===== config.mk =====
export PLATFORM = sky130hd
export DESIGN_NAME = muldiv_unit
export DESIGN_NICKNAME = d
export VERILOG_FILES = /design/src/rtl/muldiv_unit.sv
export SDC_FILE = /design/constraint.sdc
export NUM_CORES = 2
export LEC_CHECK = 0
export ABC_AREA = 1
export ABC_CLOCK_PERIOD_IN_PS = 21300
export CORE_ASPECT_RATIO = 1.4
export CORE_MARGIN = 2
export CORE_UTILIZATION = 30
export CTS_BUF_LIST = sky130_fd_sc_hd__clkbuf_4 sky130_fd_sc_hd__clkbuf_8
export DETAILED_ROUTE_END_ITERATION = 10
export SLEW_MARGIN = 20
export SYNTH_ARGS = -nofsm -noshare
export SYNTH_HDL_FRONTEND = slang
export SYNTH_SLANG_ARGS = --single-unit

===== constraint.sdc =====
create_clock -name clk -period 21.3 [get_ports clk]
set_input_delay 5.325 -clock clk [delete_from_list [all_inputs] [get_ports clk]]
set_output_delay 5.325 -clock clk [all_outputs]
set_load 0.01 [all_outputs]

===== src/rtl/muldiv_unit.sv =====
// muldiv_unit: iterative RV32M multiply/divide execute unit.
// Multiplies finish in a single product stage. Divides run a restoring
// sequence on magnitudes, one quotient bit per cycle, with the sign fix-up
// applied on the way into DONE. Divide-by-zero and signed-overflow divides
// skip the iteration and pass through the one-cycle result stage, so they
// have the same latency as a multiply.
module muldiv_unit #(
    parameter int XLEN  = 32,
    parameter int TAG_W = 5
) (
    input  logic             clk,
    input  logic             rst,
    input  logic             start,
    input  logic [2:0]       funct3,
    input  logic [XLEN-1:0]  op_a,
    input  logic [XLEN-1:0]  op_b,
    input  logic [TAG_W-1:0] rd_in,
    input  logic             flush,
    output logic             ready,
    output logic             result_valid,
    output logic [XLEN-1:0]  result,
    output logic [TAG_W-1:0] rd_out
);

    localparam int CNT_W = $clog2(XLEN);
    localparam logic [CNT_W-1:0] CNT_INIT = CNT_W'(XLEN - 1);
    localparam logic [CNT_W-1:0] CNT_ONE  = {{(CNT_W-1){1'b0}}, 1'b1};
    localparam logic [XLEN-1:0]  INT_MIN  = {1'b1, {(XLEN-1){1'b0}}};
    localparam logic [XLEN-1:0]  ALL_ONES = {XLEN{1'b1}};
    localparam logic [XLEN-1:0]  ZERO     = {XLEN{1'b0}};

    typedef enum logic [1:0] {
        S_IDLE = 2'd0,
        S_MUL  = 2'd1,
        S_DIV  = 2'd2,
        S_DONE = 2'd3
    } state_e;

    state_e             state_q,  state_d;
    logic [2:0]         funct3_q, funct3_d;
    logic [XLEN-1:0]    opa_q,    opa_d;     // multiplicand, or dividend magnitude shifting out MSB-first
    logic [XLEN-1:0]    opb_q,    opb_d;     // multiplier, or divisor magnitude
    logic               sign_a_q, sign_a_d;  // operand treated as signed and negative
    logic               sign_b_q, sign_b_d;
    logic [XLEN-1:0]    rem_q,    rem_d;
    logic [XLEN-1:0]    quot_q,   quot_d;
    logic [CNT_W-1:0]   cnt_q,    cnt_d;
    logic [XLEN-1:0]    result_q, result_d;
    logic               valid_q,  valid_d;
    logic               ready_q,  ready_d;
    logic [TAG_W-1:0]   rd_q,     rd_d;

    // decode helpers for the incoming instruction
    logic a_signed_s, b_signed_s, neg_a_s, neg_b_s;
    logic div_zero_s, ovf_s, special_s;
    // datapath helpers for the in-flight operation
    logic [2*XLEN-1:0]  ext_a_s, ext_b_s, prod_s;
    logic [XLEN:0]      shift_s, diff_s;
    logic               qbit_s;
    logic [XLEN-1:0]    rem_next_s, quot_next_s, quot_fix_s, rem_fix_s;

    // Operand signedness and special-case detection for an instruction being accepted
    always_comb begin
        if (funct3[2]) begin
            a_signed_s = ~funct3[0];
            b_signed_s = ~funct3[0];
        end else begin
            a_signed_s = (funct3[1:0] == 2'd1) | (funct3[1:0] == 2'd2);
            b_signed_s = (funct3[1:0] == 2'd1);
        end
        neg_a_s    = a_signed_s & op_a[XLEN-1];
        neg_b_s    = b_signed_s & op_b[XLEN-1];
        div_zero_s = funct3[2] & (op_b == ZERO);
        ovf_s      = funct3[2] & ~funct3[0] & (op_a == INT_MIN) & (op_b == ALL_ONES);
        special_s  = div_zero_s | ovf_s;
    end

    // Product, one restoring-division step and the signed fix-up of the final step
    always_comb begin
        ext_a_s     = {{XLEN{sign_a_q}}, opa_q};
        ext_b_s     = {{XLEN{sign_b_q}}, opb_q};
        prod_s      = ext_a_s * ext_b_s;
        shift_s     = {rem_q, opa_q[XLEN-1]};
        diff_s      = shift_s - {1'b0, opb_q};
        qbit_s      = ~diff_s[XLEN];
        if (qbit_s) begin
            rem_next_s = diff_s[XLEN-1:0];
        end else begin
            rem_next_s = shift_s[XLEN-1:0];
        end
        quot_next_s = {quot_q[XLEN-2:0], qbit_s};
        if (sign_a_q ^ sign_b_q) begin
            quot_fix_s = -quot_next_s;
        end else begin
            quot_fix_s = quot_next_s;
        end
        if (sign_a_q) begin
            rem_fix_s = -rem_next_s;
        end else begin
            rem_fix_s = rem_next_s;
        end
    end

    // Next-state and next-output logic of the control FSM
    always_comb begin
        state_d  = state_q;
        funct3_d = funct3_q;
        opa_d    = opa_q;
        opb_d    = opb_q;
        sign_a_d = sign_a_q;
        sign_b_d = sign_b_q;
        rem_d    = rem_q;
        quot_d   = quot_q;
        cnt_d    = cnt_q;
        result_d = result_q;
        rd_d     = rd_q;
        valid_d  = 1'b0;
        case (state_q)
            S_IDLE: begin
                if (flush) begin
                    state_d = S_IDLE;
                end else if (start) begin
                    funct3_d = funct3;
                    rd_d     = rd_in;
                    sign_a_d = neg_a_s;
                    sign_b_d = neg_b_s;
                    rem_d    = ZERO;
                    quot_d   = ZERO;
                    // divides work on magnitudes; special cases keep raw operands
                    if (funct3[2] & neg_a_s & ~special_s) begin
                        opa_d = -op_a;
                    end else begin
                        opa_d = op_a;
                    end
                    if (funct3[2] & neg_b_s & ~special_s) begin
                        opb_d = -op_b;
                    end else begin
                        opb_d = op_b;
                    end
                    if (~funct3[2] | special_s) begin
                        state_d = S_MUL;
                    end else begin
                        state_d = S_DIV;
                        cnt_d   = CNT_INIT;
                    end
                end else begin
                    state_d = S_IDLE;
                end
            end
            S_MUL: begin
                if (flush) begin
                    state_d = S_IDLE;
                end else begin
                    state_d = S_DONE;
                    if (funct3_q[2]) begin
                        if (opb_q == ZERO) begin
                            result_d = funct3_q[1] ? opa_q : ALL_ONES;
                        end else begin
                            result_d = funct3_q[1] ? ZERO : INT_MIN;
                        end
                    end else if (funct3_q[1:0] == 2'd0) begin
                        result_d = prod_s[XLEN-1:0];
                    end else begin
                        result_d = prod_s[2*XLEN-1:XLEN];
                    end
                end
            end
            S_DIV: begin
                if (flush) begin
                    state_d = S_IDLE;
                end else begin
                    rem_d  = rem_next_s;
                    quot_d = quot_next_s;
                    opa_d  = {opa_q[XLEN-2:0], 1'b0};
                    if (cnt_q == {CNT_W{1'b0}}) begin
                        state_d  = S_DONE;
                        result_d = funct3_q[1] ? rem_fix_s : quot_fix_s;
                    end else begin
                        cnt_d = cnt_q - CNT_ONE;
                    end
                end
            end
            S_DONE: begin
                state_d = S_IDLE;
                valid_d = ~flush;
            end
            default: begin
                state_d = S_IDLE;
            end
        endcase
        ready_d = (state_d == S_IDLE);
    end

    // State and output registers with synchronous reset
    always_ff @(posedge clk) begin
        if (rst) begin
            state_q  <= S_IDLE;
            funct3_q <= 3'd0;
            opa_q    <= ZERO;
            opb_q    <= ZERO;
            sign_a_q <= 1'b0;
            sign_b_q <= 1'b0;
            rem_q    <= ZERO;
            quot_q   <= ZERO;
            cnt_q    <= {CNT_W{1'b0}};
            result_q <= ZERO;
            valid_q  <= 1'b0;
            ready_q  <= 1'b1;
            rd_q     <= {TAG_W{1'b0}};
        end else begin
            state_q  <= state_d;
            funct3_q <= funct3_d;
            opa_q    <= opa_d;
            opb_q    <= opb_d;
            sign_a_q <= sign_a_d;
            sign_b_q <= sign_b_d;
            rem_q    <= rem_d;
            quot_q   <= quot_d;
            cnt_q    <= cnt_d;
            result_q <= result_d;
            valid_q  <= valid_d;
            ready_q  <= ready_d;
            rd_q     <= rd_d;
        end
    end

    assign ready        = ready_q;
    assign result_valid = valid_q;
    assign result       = result_q;
    assign rd_out       = rd_q;

endmodule


After elaboration in Yosys (flattened, before gate mapping)
Cells that the tools add are included.
{"block": "word_totals", "ff_bits": 178, "input_bits": 76, "out_inout_bits": 39, "elab_cells": 107}
{"block": "classes", "n_addsub": 6, "multipliers": 1, "eq_ne": 14, "n_mux": 40, "bitwise": 20, "n_reduce_logical": 13}
{"op": "$mux 32", "n": 20}
{"op": "$pmux 32 s2", "n": 3}
{"op": "$neg 32->32", "n": 4}
{"op": "$eq 32x32->1 const B", "n": 2}
{"op": "$logic_not 32->1", "n": 2}
{"op": "$mul 33x33->64", "n": 1}
{"op": "$pmux 31 s2", "n": 1}
{"op": "$sub 33x32->33", "n": 1}
{"op": "$mux 31", "n": 1}
{"op": "$mux 5", "n": 5}
{"op": "$ne 2x2->1 const B", "n": 7}
{"op": "$mux 2", "n": 6}
{"op": "$and 1x1->1", "n": 10}
{"op": "$pmux 5 s2", "n": 1}
{"op": "$pmux 2 s4", "n": 1}
{"op": "$reduce_and 4->1", "n": 2}
{"op": "$eq 2x2->1 const B", "n": 3}
{"op": "$logic_not 2->1", "n": 3}
{"op": "$not 1->1", "n": 6}
{"op": "$reduce_and 6->1", "n": 1}
{"op": "$logic_not 5->1", "n": 1}
{"op": "$sub 5x1->5 const B", "n": 1}
{"op": "$eq 2x1->1 const B", "n": 2}
{"op": "$reduce_bool 2->1", "n": 2}
{"op": "5 further kinds", "n": 8}

Longest topological paths before layout
{"block": "depth", "word_depth": 11, "mapped_depth": 38, "depth_no_buf": 36}

Worst setup path after synthesis
No wires, ideal clock.
{"block": "synth_path", "kind": "register to register", "from": "reg sign_a_q", "to": "reg result_q[31] (netlist: result[31])", "setup_time_ns": 0.070, "arrival_ns": 7.675, "required_time_ns": 21.230, "setup_slack_ns": 13.555, "stages_incl_launch_ff": 36, "n_path_buf": 3, "period_less_slack_ns": 7.745, "path_cell_list": "dfxtp_1 > buf_4 > clkbuf_1 > clkbuf_1 > nand2_1 > inv_1 > fa_1 > inv_1 > fa_1 > inv_1 > fa_1 > fa_1 > inv_1 > fa_1 > inv_1 > fa_1 > fa_1 > inv_1 > fa_1 > inv_1 > ha_1 > nand2_1 > nor2_1 > inv_1 > nor3_1 > inv_1 > o211ai_1 > nand2_1 > nand3_1 > xor2_1 > nand2_1 > nand3_1 > nand2_1 > nand2_1 > nand2_1 > a21oi_1"}
{"block": "synth_via", "elab_chain_len": 6, "word_cells_on_any_way": 11, "classes_between": "mul: 1; mux: 9; bitwise: 1"}
{"item": "start, declared", "line_no": "43", "rtl": "logic sign_a_q, sign_a_d;"}
{"item": "start signal, assigned", "line_no": "215", "rtl": "sign_a_q <= sign_a_d;"}
{"item": "parallel branches: the longest is 5 deep, another holds $mul 33x33->64"}
{"item": "$pmux 32 s2 *", "line_no": "118", "rtl": "case (state_q)"}
{"item": "end signal, assigned", "line_no": "220", "rtl": "result_q <= result_d;"}
{"item": "end, declared", "line_no": "48", "rtl": "logic [XLEN-1:0] result_q, result_d;"}
Every way passes the cells marked *. The select of a mux whose other input is x is not followed.
A chain may end at the register's enable or synchronous reset.

Worst setup path after layout
{"block": "layout_path", "from": "reg opb_q[6]", "to": "reg result_q[23] (netlist: result[23])"}
{"block": "layout_via", "elab_chain_len": 8, "word_cells_on_any_way": 17, "classes_between": "add/sub: 3; mul: 1; mux: 11; bitwise: 1; reduce/logical: 1"}
{"item": "start, declared", "line_no": "42", "rtl": "logic [XLEN-1:0] opb_q, opb_d;"}
{"item": "start signal, assigned", "line_no": "214", "rtl": "opb_q <= opb_d;"}
{"item": "$sub 33x32->33", "line_no": "84", "rtl": "diff_s = shift_s - {1'b0, opb_q};"}
{"item": "$mux 32 or $not 1->1 (tied branches)", "line_no": "86, 85"}
{"item": "$neg 32->32 (on tied branches)", "line_no": "98, 93"}
{"item": "$mux 32 (on tied branches)", "line_no": "97, 92"}
{"item": "$mux 32", "line_no": "177", "rtl": "result_d = funct3_q[1] ? rem_fix_s : quot_fix_s;"}
{"item": "$mux 32", "line_no": "175", "rtl": "if (cnt_q == {CNT_W{1'b0}}) begin"}
{"item": "$mux 32", "line_no": "169", "rtl": "if (flush) begin"}
{"item": "$pmux 32 s2 *", "line_no": "118"}
Mark *: on every way between the ends. The rest lies on a longest branch, timed or not. The select of a mux whose other input is x is not followed.

==> run metrics <==
unrepaired setup endpoints after global routing=no; Die Y=between 500 and 600 um; Congestion Overflow GR=0; post-DR vias/cell=4.83; P per Cell Area=around 44 nW/um^2; status=completed; reg2reg setup slack=between 10 and 15 ns; storage element area=about 3600 sq um; Slew HR=between 20 and 25%; Netlist cell types=60; r2r endpoint=result[23]; Fin Clk Skew=between 0.02 and 0.03 ns; final antenna-violating net count=0; family with the most delay on the worst path=adder cells; R2R depth=30; CTS buffer count=17; most frequent cell after synthesis=inv_1; Max Cap Viol=0; Tmin final=roughly 9.4 ns; Fmax achieved=106 MHz; HP Class=flip-flop to flip-flop; largest net degree at the start of global routing=90; initial antenna violation count=7; Worst-Skew Late Latency=roughly 0.56 ns; GRT Total Usage=a little over a fifth; Port Buffers=roughly 110; final WL=about 200 mm; synth warn=0; Post-Synth Adder-Cell Area=a little under half; Seq cells post-synth=~180; syn nets=8965; layout cell share with drive strength beyond 1=roughly 2.9%; max incr delay on CP=between 0.7 and 0.8 ns; hold path start=opa_q[3]; Syn Area/Cell=roughly 7.2 sq um; ys async rst share=0%; setup violators final=0; leakage power figure=between 30 and 40 nW; Min-Delay Endpoint=opa_q[3]; I/O pin count=about 120; final worst slack=11.89 ns; Core Area=roughly 180000 sq um; EDFF count, synth=0; vias in the first global route=around 51k; simple-gate share of the synthesized area=between 10% and 20%; GP Congestion=between 0.9 and 1; Worst setup EP type=flip-flop; Initial DRT Pass Iterations=6; Worst Path Max Fanout=34; placed instance count=between 9k and 10k; Mapped Cells=roughly 7.5k; Util after Layout=between 30 and 40%; largest family of logic cells by synthesized area=adder cells; Area Growth Syn to Fin=6.86%; DP Wirelength=about 160 mm; WP data required=approximately 22 ns; Seq/Total Area, Yosys=under 10%; WP data arrival=roughly 10 ns; Yosys top cell by area=fa_1; Setup Fix Bufs, Post-CTS=0; # rows=185; Setup crit start kind=flip-flop; die width=about 360 um; Min Hold Slack=between 0.4 and 0.5 ns; initial core utilization=between 30 and 40%; post-synthesis xor/xnor area fraction=around 1.6%; multiplexer share of the synthesized area=0%; Tcrit/Tclk final=between 40 and 50%; Worst-path clk slew=approximately 0.1 ns; Synth area leaders=fa_1 41%, inv_1 14%, nand2_1 13%; CTS H-tree depth=4; DIE AREA=185000 sq um; fill count=roughly 20k; routed vias=47.4k; endpoints failing hold=0; critical path type=flip-flop to flip-flop; Remaining DRCs=0; Detailed Route Iter0 Violations=a little under 3k; Synth Area in Compound Gates=under 10%; Post-Layout Cell Count=about 9.8k; CTS Root Cell=clkbuf_8; Clock Tree Buf Depth=2; Min-Delay Path Depth=2; TritonCTS clock tree=yes; Worst IR Drop VDD=0.0511 mV; post-synth top area share=41.4%; Setup TNS Final=0 ns; Slew Limit Fails=0; Synth top cells by count=2031 x inv_1, 1926 x nand2_1, 1126 x fa_1; Worst Max-Slew Pin Slew=1.14 ns; first-pass GRT wire length=between 300 and 400 mm; Clock Sinks=between 150 and 200; post_cts resized=0; Cell Area, Synth=54400 sq um; CTS Hold Bufs=0; NumNets Final=8810; Top FF cell, synth=dfxtp_1; multi-input gate area in the final layout=approximately 42000 sq um; WL/cell=20.0 um; pre-CTS setup slack=approximately 12 ns; slowest cell on the critical path=fa_1; WP buf/inv=9; Worst R2R Start=opb_q[6]
tightest hold or removal path: stages, from the launching register on:
cell     delay [ns]
dfxtp_1        0.32
nand2_1        0.06
a21oi_1        0.06
state kept, by name, summed over array words and instances, names as in the netlist, 3 cells and up:
signal    flops
result       32
rem_q        32
opa_q        32
cnt_q         5
opb_q        32
rd_out        5
funct3_q      3
quot_q       31
kinds of logic (layout without fill, tap and decap cells):
| logic type | Yosys count | in the layout |
|---|---|---|
| other cells | 0 | 1 |
| fa+ha+maj | 1378 | 1378 |
| compound gates | 784 | 784 |
| flops | 178 | 178 |
| buf+inv | 2420 | 2277 |
| simple gates | 2650 | 2650 |
| xor+xnor | 101 | 101 |
layer usage:
| layer | up-vias | wire length (um) | global-route usage [%] |
|---|---|---|---|
| met5 | - | 27 | 0 |
| met4 | 4 | 14000 | 13.0 |
| met3 | 618 | 10900 | 2.79 |
| met2 | 1734 | 104000 | 40.7 |
| met1 | 23600 | 67400 | 22.4 |
| li1 | 21400 | - | - |
power by group:
part | switching [W] | internal [W]
Combinational | 0.00132 | 0.000617
Clock | 0.000151 | 0.0000905
Sequential | 0.0000187 | 0.000353
metrics by stage:
| step | cell area, sq um | power (W) |
|---|---|---|
| 6_report | 58200 | 0.00255 |
| 5_1_grt | 58200 | 0.00278 |
| 4_1_cts | 58100 | 0.00256 |
| 3_5_place_dp | 57800 | 0.00230 |
| 3_3_place_gp | 57800 | 0.00230 |
| 2_1_floorplan | 54400 | 0.00161 |
cell type report:
cell class	instances	area share [%]
Antenna cell	1	0.00430
Clock buffer	20	0.463
Clock inverter	11	0.166
Inverter	2044	13.2
Multi-Input combinational cell	4913	71.7
Sequential cell	178	6.13
Tap cell	2431	5.23
Timing Repair Buffer	202	3.09
cells in the final DEF, fill, tap and decap left out, types with 4 or more instances in the layout:
master and count:
or2_2 4, clkdlybuf4s50_1 113, nor4_1 18, inv_2 11, o221ai_1 8, a211oi_1 32, nand3b_1 16, xor2_1 56
nor3_1 50, a31oi_1 25, nand3_2 4, nand2_2 24, o211ai_1 18, a21o_1 19, o31ai_1 4, buf_4 89
nand4_1 39, nor2_4 9, o22ai_1 4, clkbuf_8 19, inv_1 2031, nand2_1 1926, nand2_4 10, o21ai_0 242
a21oi_2 5, clkinv_4 4, ha_1 252, o21ai_1 12, o21bai_1 11, nand3_1 185, fa_1 1125, nor2_1 332
nor2_2 15, xnor2_1 45, dfxtp_1 176, a21oi_1 385
worst max path at each step:
stage / startpoint / end / slack (ns) / depth (start not counted)
2_1_floorplan: sign_a_q / result[31] / 13.55 / 35
3_3_place_gp: op_a[0] / opa_q[28] / 11.59 / 16
3_5_place_dp: op_a[0] / opa_q[28] / 11.58 / 16
4_1_cts: opb_q[6] / result[18] / 11.90 / 29
5_1_grt: opb_q[6] / result[23] / 11.41 / 30
6_report: opb_q[6] / result[23] / 11.89 / 30
No activity file was read; power rests on OpenSTA's default activity.
